==> src/rtl/decode_operand_stage.sv <==
// ---------------------------------------------------------------------------
// decode_operand_stage
//
// Purpose:
//   Decode / operand-fetch stage of the Harvard 5-instruction core.
//   - Accepts 32-bit instructions from fetch over a valid/ready handshake.
//   - Decodes the R-type (ADDU) and I-type (ADDIU) fields.
//   - Owns the 32x32 register file.
//   - Presents a registered operand bundle to the execute stage.
//   - Writeback commits every cycle, independent of the handshake. A
//     writeback in the accept cycle is forwarded into the captured operands.
//
// Ports:
//   clk, rst_n            clock, asynchronous active-low reset
//   in_valid / in_ready   fetch handshake (in_ready is combinational)
//   instr                 instruction word from fetch
//   wb_en/wb_addr/wb_data writeback port (writes to $0 are dropped)
//   out_valid / out_ready execute handshake
//   op1, op2              rs value; rt value or sign-extended imm16
//   opcode, func_code     instr[31:26], instr[5:0] (func_code 0 for ADDIU)
//   dest_addr, dest_we    destination index and its write enable
//   illegal               instruction is neither ADDU nor ADDIU
// ---------------------------------------------------------------------------
module decode_operand_stage #(
    parameter int NUM_REGS = 32,
    parameter int DATA_W   = 32
) (
    input  logic              clk,
    input  logic              rst_n,
    input  logic              in_valid,
    output logic              in_ready,
    input  logic [31:0]       instr,
    input  logic              wb_en,
    input  logic [4:0]        wb_addr,
    input  logic [DATA_W-1:0] wb_data,
    output logic              out_valid,
    input  logic              out_ready,
    output logic [DATA_W-1:0] op1,
    output logic [DATA_W-1:0] op2,
    output logic [5:0]        opcode,
    output logic [5:0]        func_code,
    output logic [4:0]        dest_addr,
    output logic              dest_we,
    output logic              illegal
);

    localparam logic [5:0] OPC_RTYPE = 6'b000000;
    localparam logic [5:0] OPC_ADDIU = 6'b001001;
    localparam logic [5:0] FUNC_ADDU = 6'b100001;

    logic [DATA_W-1:0] regs [NUM_REGS];

    logic              accept;
    logic              wb_write;
    logic [4:0]        rs;
    logic [4:0]        rt;
    logic [4:0]        rd;
    logic [5:0]        dec_opcode;
    logic [5:0]        dec_func;
    logic              is_addu;
    logic              is_addiu;
    logic [DATA_W-1:0] rs_val;
    logic [DATA_W-1:0] rt_val;
    logic [DATA_W-1:0] imm_ext;
    logic [DATA_W-1:0] d_op2;
    logic [5:0]        d_func;
    logic [4:0]        d_dest;
    logic              d_we;
    logic              d_illegal;

    // A new instruction may enter whenever the output slot is empty or is
    // being drained this cycle.
    assign in_ready = !out_valid || out_ready;
    assign accept   = in_valid && in_ready;

    // Writes to $0 are discarded here, so $0 stays zero in the array.
    // The same qualifier also gates forwarding.
    assign wb_write = wb_en && (wb_addr != 5'd0);

    assign rs         = instr[25:21];
    assign rt         = instr[20:16];
    assign rd         = instr[15:11];
    assign dec_opcode = instr[31:26];
    assign dec_func   = instr[5:0];
    assign is_addu    = (dec_opcode == OPC_RTYPE) && (dec_func == FUNC_ADDU);
    assign is_addiu   = (dec_opcode == OPC_ADDIU);
    assign imm_ext    = {{(DATA_W-16){instr[15]}}, instr[15:0]};

    // Operand read with same-cycle writeback bypass. $0 is forced to zero
    // explicitly so that it can never pick up forwarded data.
    always_comb begin
        rs_val = regs[rs];
        rt_val = regs[rt];
        if (rs == 5'd0) begin
            rs_val = '0;
        end else if (wb_write && (wb_addr == rs)) begin
            rs_val = wb_data;
        end
        if (rt == 5'd0) begin
            rt_val = '0;
        end else if (wb_write && (wb_addr == rt)) begin
            rt_val = wb_data;
        end
    end

    // Field selection. Any encoding other than ADDU or ADDIU is decoded
    // with the R-type layout and flagged as illegal, which suppresses the
    // register write.
    always_comb begin
        d_op2     = rt_val;
        d_dest    = rd;
        d_func    = dec_func;
        d_illegal = !(is_addu || is_addiu);
        if (is_addiu) begin
            d_op2  = imm_ext;
            d_dest = rt;
            d_func = 6'd0;
        end
        d_we = !d_illegal && (d_dest != 5'd0);
    end

    // Register file. Writeback commits every cycle regardless of stalls.
    always_ff @(posedge clk or negedge rst_n) begin
        if (!rst_n) begin
            for (int i = 0; i < NUM_REGS; i++) begin
                regs[i] <= '0;
            end
        end else if (wb_write) begin
            regs[wb_addr] <= wb_data;
        end
    end

    // Output bundle. It loads only on accept and holds during a stall.
    // Operands are not refreshed by later writebacks.
    always_ff @(posedge clk or negedge rst_n) begin
        if (!rst_n) begin
            out_valid <= 1'b0;
            op1       <= '0;
            op2       <= '0;
            opcode    <= '0;
            func_code <= '0;
            dest_addr <= '0;
            dest_we   <= 1'b0;
            illegal   <= 1'b0;
        end else if (accept) begin
            out_valid <= 1'b1;
            op1       <= rs_val;
            op2       <= d_op2;
            opcode    <= dec_opcode;
            func_code <= d_func;
            dest_addr <= d_dest;
            dest_we   <= d_we;
            illegal   <= d_illegal;
        end else if (out_ready) begin
            out_valid <= 1'b0;
        end
    end

endmodule

==> config.mk <==
export PLATFORM = sky130hd
export DESIGN_NAME = decode_operand_stage
export DESIGN_NICKNAME = d
export VERILOG_FILES = /design/src/rtl/decode_operand_stage.sv
export SDC_FILE = /design/constraint.sdc
export NUM_CORES = 2
export LEC_CHECK = 0
export ABC_AREA = 1
export CORE_UTILIZATION = 40
export CTS_CLUSTER_SIZE = 16
export DETAILED_ROUTE_END_ITERATION = 6
export SETUP_SLACK_MARGIN = 0.05
export SYNTH_ARGS = -nofsm -noshare
export SYNTH_HDL_FRONTEND = slang
export SYNTH_SLANG_ARGS = --single-unit
==> constraint.sdc <==
create_clock -name clk -period 4 [get_ports clk]
set_input_delay 0.6 -clock clk [delete_from_list [all_inputs] [get_ports clk]]
set_output_delay 0.6 -clock clk [all_outputs]
set_load 0.1 [all_outputs]
== Word level (Yosys, flattened, before mapping) ==
Cells that the tools add are included.

* Flip-flop bits (word level): 1108
* Bits of input ports: 74
* Output and inout bits: 85
* Logic and storage cells: 86

* Order comparisons: 4
* Equal/unequal tests: 4
* Multiplexer cells: 18
* Bitwise operators: 3
* Reduce and logical (&&, ||, !) cells: 17

{| class="wikitable"
|+ Operators with widths
! cell !! count
|-
| 1024-bit bitwise mux || 1
|-
| 32-bit binary-select mux with 5-bit select || 2
|-
| 32-bit two-way mux || 10
|-
| 32-bit demux with 5-bit select || 1
|-
| 6-bit >= comparator, second input constant || 3
|-
| 5-bit inverter with 6-bit output || 3
|-
| 5-bit equality test || 2
|-
| 5-bit logical NOT || 2
|-
| 5-bit nonzero test || 2
|-
| 1-bit logical AND || 7
|-
| 6-bit by 4-bit equality test with 1-bit output, second input constant || 1
|-
| 6-bit equality test, second input constant || 1
|-
| 6-bit logical NOT || 1
|-
| 6-bit by 1-bit < comparator with 1-bit output, second input constant || 1
|-
| 6-bit two-way mux || 1
|-
| 5-bit two-way mux || 1
|-
| 1-bit logical NOT || 2
|-
| 1-bit logical OR || 2
|-
| 1-bit two-way mux || 2
|-
| 2-bit nonzero test || 1
|}

== Longest topological paths before layout ==
* Depth in word-level cells: 7
* Mapped depth: 14
* Mapped depth without buffers: 12

== Worst setup path after synthesis ==
Ideal clock, no wire load.

* Path kind: register -> register
* Start point: reg out_valid
* End point: reg opcode[1]
* Setup time: 0.083 ns
* Arrival time: 2.879 ns
* Required time: 3.917 ns
* Setup slack: 1.039 ns
* Cell stages (with the launch flop): 7
* Path buffers: 2
* Period minus slack after synthesis: 2.961 ns
* Path through: dfrtp_1 > nand2_1 > nand2_1 > clkbuf_1 > buf_1 > nand2_1 > o21ai_0

* Longest elaborated chain between the ends: 3

{| class="wikitable"
|+ RTL lines
! element !! line !! RTL
|-
| start: declaration || 36 || <nowiki>output logic out_valid,</nowiki>
|-
| start signal: assignment || 137 || <nowiki>out_valid <= 1'b0;</nowiki>
|-
| start signal: assignment || 146 || <nowiki>out_valid <= 1'b1;</nowiki>
|-
| start signal: assignment || 155 || <nowiki>out_valid <= 1'b0;</nowiki>
|-
| 1-bit logical NOT || 73 || <nowiki>assign in_ready = !out_valid || out_ready;</nowiki>
|-
| 1-bit logical OR || 73 ||
|-
| named net in_ready || 31 || <nowiki>output logic in_ready,</nowiki>
|-
| 1-bit logical AND || 74 || <nowiki>assign accept = in_valid && in_ready;</nowiki>
|-
| end signal: assignment || 149 || <nowiki>opcode <= dec_opcode;</nowiki>
|-
| end: declaration || 40 || <nowiki>output logic [5:0] opcode,</nowiki>
|}

The timed path passes the listed nets, and every way through them passes these cells.
A chain may end at the register's enable or synchronous reset.

== Worst setup path after layout ==
* Start point: reg op1[2]
* End point: out op1[2]

{| class="wikitable"
|+ RTL lines
! element !! line !! RTL
|-
| start: declaration || 38 || <nowiki>output logic [DATA_W-1:0] op1,</nowiki>
|-
| start signal: assignment || 147 || <nowiki>op1 <= rs_val;</nowiki>
|}

No word-level cell between the ends.

==> flow_metrics.py <==
metrics = {
    "worst_hold_path": {
        "hp-class": "reg2reg",
        "hold_start": "regs[997]",
        "hold_depth": 0,
    },
    "global_routing": {
        "overflow": 0,
        "grt_pass1_wl_um": 371000,
        "first_global_vias": 57100,
        "grt_antenna_before_repair": 2,
        "grt_max_degree": 163,
        "grt_use_total_pct": 31.3,
    },
    "sta": {
        "fmax_mhz": 319,
        "period_needed_ns": 3.13,
        "finalSetupViolations": 0,
        "drv_slew": 0,
        "relSlewSlack_pct": 21.0,
        "rsz0062_at_grt": "no",
        "fin_crit_sh_pct": 78.3,
        "worstMarginPinSlew_ns": 1.18,
        "hold_viol": 0,
        "skew_ns": 0.0316,
        "finalSetupTns_ns": 0,
    },
    "cells_and_area": {
        "drive_gt1_share_pct": 6.23,
        "fillers": 15400,
        "nNetsFinal": 8742,
        "antenna_cells": 0,
        "final_util_pct": 45.7,
        "syn_to_final_growth_pct": 13.0,
        "fin_area_um2": 69700,
    },
    "clock_network": {
        "cts.sinks": 1108,
        "postCtsHoldBufs": 1,
        "cts_buffers": 131,
        "clock_path_buffers": 3,
        "cts_tree": "yes",
        "clk_latency_ns": 0.79,
        "cts_root_buffer": "clkbuf_16",
        "cts-resized-gates": 0,
        "cts.reportedPaths.clkPinSlew_ns": 0.06,
        "htreeDepth": 4,
        "cts_setup_buffers": 0,
    },
    "logic_synthesis": {
        "yosys.area_share.simple_pct": 29.9,
        "synthTopCellsByCount": "nand2_1, o21ai_0, dfrtp_1",
        "synthTopCellsByArea": "dfrtp_1, nand2_1, o21ai_0",
        "yosysMostFrequentCell": "nand2_1",
        "syn_avg_cell_area_um2": 6.90,
        "ys_types": 30,
        "synth_warnings": 0,
        "synthMuxAreaShare_pct": 0,
        "synth_cells": 8934,
        "ys_seq_area_share_pct": 45.0,
        "synth_ff_type": "dfrtp_1",
        "syn_nets": 9008,
        "synthAdderAreaFrac_pct": 0,
        "ys_ff_latch": 1108,
        "synth_top_area_share_pct": 45.0,
        "synth-xor-area-share_pct": 0.128,
        "synthArstFlopShare_pct": 100,
        "yosysTopAreaCell": "dfrtp_1",
        "synth_compound_area_share_pct": 16.1,
        "synth_top_family_by_area": "simple AND/OR/NAND/NOR gates",
        "syn_area_um2": 61700,
        "synth-edff-count": 0,
    },
    "pwr": {
        "ir_drop_v": 0.000488,
        "p_leak_uw": 0.0332,
        "p_per_area_nw_per_um2": 501,
    },
    "worst_setup_path": {
        "crit_path_end_kind": "primary output",
        "worstReg2RegEnd": "op1[25]",
        "critPathLaunch": "op1[2]",
        "cpMaxStageDelayCell": "clkdlybuf4s50_1",
        "r2r_cells": 10,
        "cp_cell_sequence": "clkdlybuf4s50_1",
        "path_delay_family": "buffers and inverters",
        "r2r_setup_slack_ns": 2.08,
        "crit_buf_inv": 1,
        "cp.depth": 1,
        "cp-endpoint": "op1[2]",
        "crit_arrival_ns": 2.53,
        "required_ns": 3.40,
        "cp_slowest_stage_delay_ns": 1.22,
        "startpoint_type": "register",
        "reg2reg_from": "regs[89]",
        "critical_path_class": "reg2out",
        "path_max_fanout": 2,
    },
    "placement": {
        "portBuffers": 158,
        "placed_area_um2": 65200,
        "place_hpwl_um": 139000,
        "gp_congestion": 0.873,
    },
    "detailed_routing": {
        "dr_total_vias": 61000,
        "drt.antenna.violating_nets": 0,
        "first_pass_iters": 7,
        "drcViolationCount": 0,
        "vias_per_cell": 5.65,
        "wirelength_um": 246000,
        "wl_per_cell_um": 22.8,
        "drt-initial-drc-count": 7715,
    },
    "die": {
        "core.rowCount": 143,
        "die_x_um": 395,
        "dieHeight_um": 395,
        "core_um2": 152000,
        "initial_core_util_pct": 40.5,
        "dieArea_um2": 156000,
        "boundaryPins": 159,
    },
    "flow_run": {
        "maxCapViolCount": 0,
    },
    "status": {
        "status": "finished, final reports clean",
    },
}
==> cell families (layout without fill, tap and decap cells) <==
group,count (synthesis),count (layout)
AO/OA/AOI/OAI,1891,1891
XOR/XNOR,9,9
buffers and inverters,1382,1210
flip-flops,1108,1108
AND/OR/NAND/NOR,4544,4544
==> worst min-delay path by stage <==
stage                         to  slack (ns)
floorplan           dest_addr[0]        0.30
global placement       regs[997]        0.38
detailed placement    regs[1009]        0.39
CTS                    opcode[5]        0.38
global route          regs[1009]        0.41
finish                 regs[997]        0.40
==> cells in the final DEF, fill, tap and decap left out, drive strengths merged, types with 3 or more instances in the layout <==
cell,instances
clkinv,28
o21ai,1321
nor4,3
nand4,3
or2,57
buf,216
inv,616
nor2,536
dfrtp,1108
clkbuf,189
clkdlybuf4s50,146
nand3b,18
nor3,11
a21oi,397
xnor2,7
clkinvlp,4
nand3,815
o211ai,147
bufinv,10
nand2,3101
o21bai,26
==> power breakdown <==
group	leakage, µW	switching, µW	total [µW]	internal (µW)
clock	0.00221	5070	12600	7550
sequential	0.0142	1420	14700	13300
combinational	0.0167	5220	7630	2400
==> sequential cells by signal, indices dropped and copies added, names as in the netlist <==
| name | cells |
|---|---|
| illegal | 1 |
| op1 | 32 |
| opcode | 6 |
| dest_we | 1 |
| dest_addr | 5 |
| op2 | 32 |
| regs | 1024 |
| out_valid | 1 |
| func_code | 6 |
==> through the flow <==
step	setup WS, ns	hold WS [ns]	power (µW)	instances
floorplan	1.04	0.304	19800	8934
global placement	0.858	0.384	22100	10600
detailed placement	0.760	0.386	22300	10600
CTS	0.836	0.382	34900	10800
global route	0.838	0.409	36600	10800
finish	0.869	0.398	34900	10800
==> metal layers <==
layer	up-vias	track usage, %	wire (µm)
li1	28100	-	-
met3	679	4.64	22400
met2	3168	48.0	108000
met1	29100	41.9	100000
met4	2	18.3	16000
met5	-	0	18
==> area by class of cell <==
class	count	area [µm²]	area share, %
well taps	2030	2540	3.65
clock inverters	38	473	0.679
flip-flops and latches	1108	27700	39.8
clock buffers	189	4000	5.73
multi-input cells	6444	28600	41.1
inverters	620	2350	3.37
repair buffers	363	3950	5.67
Power figures use the tool's default switching activity.
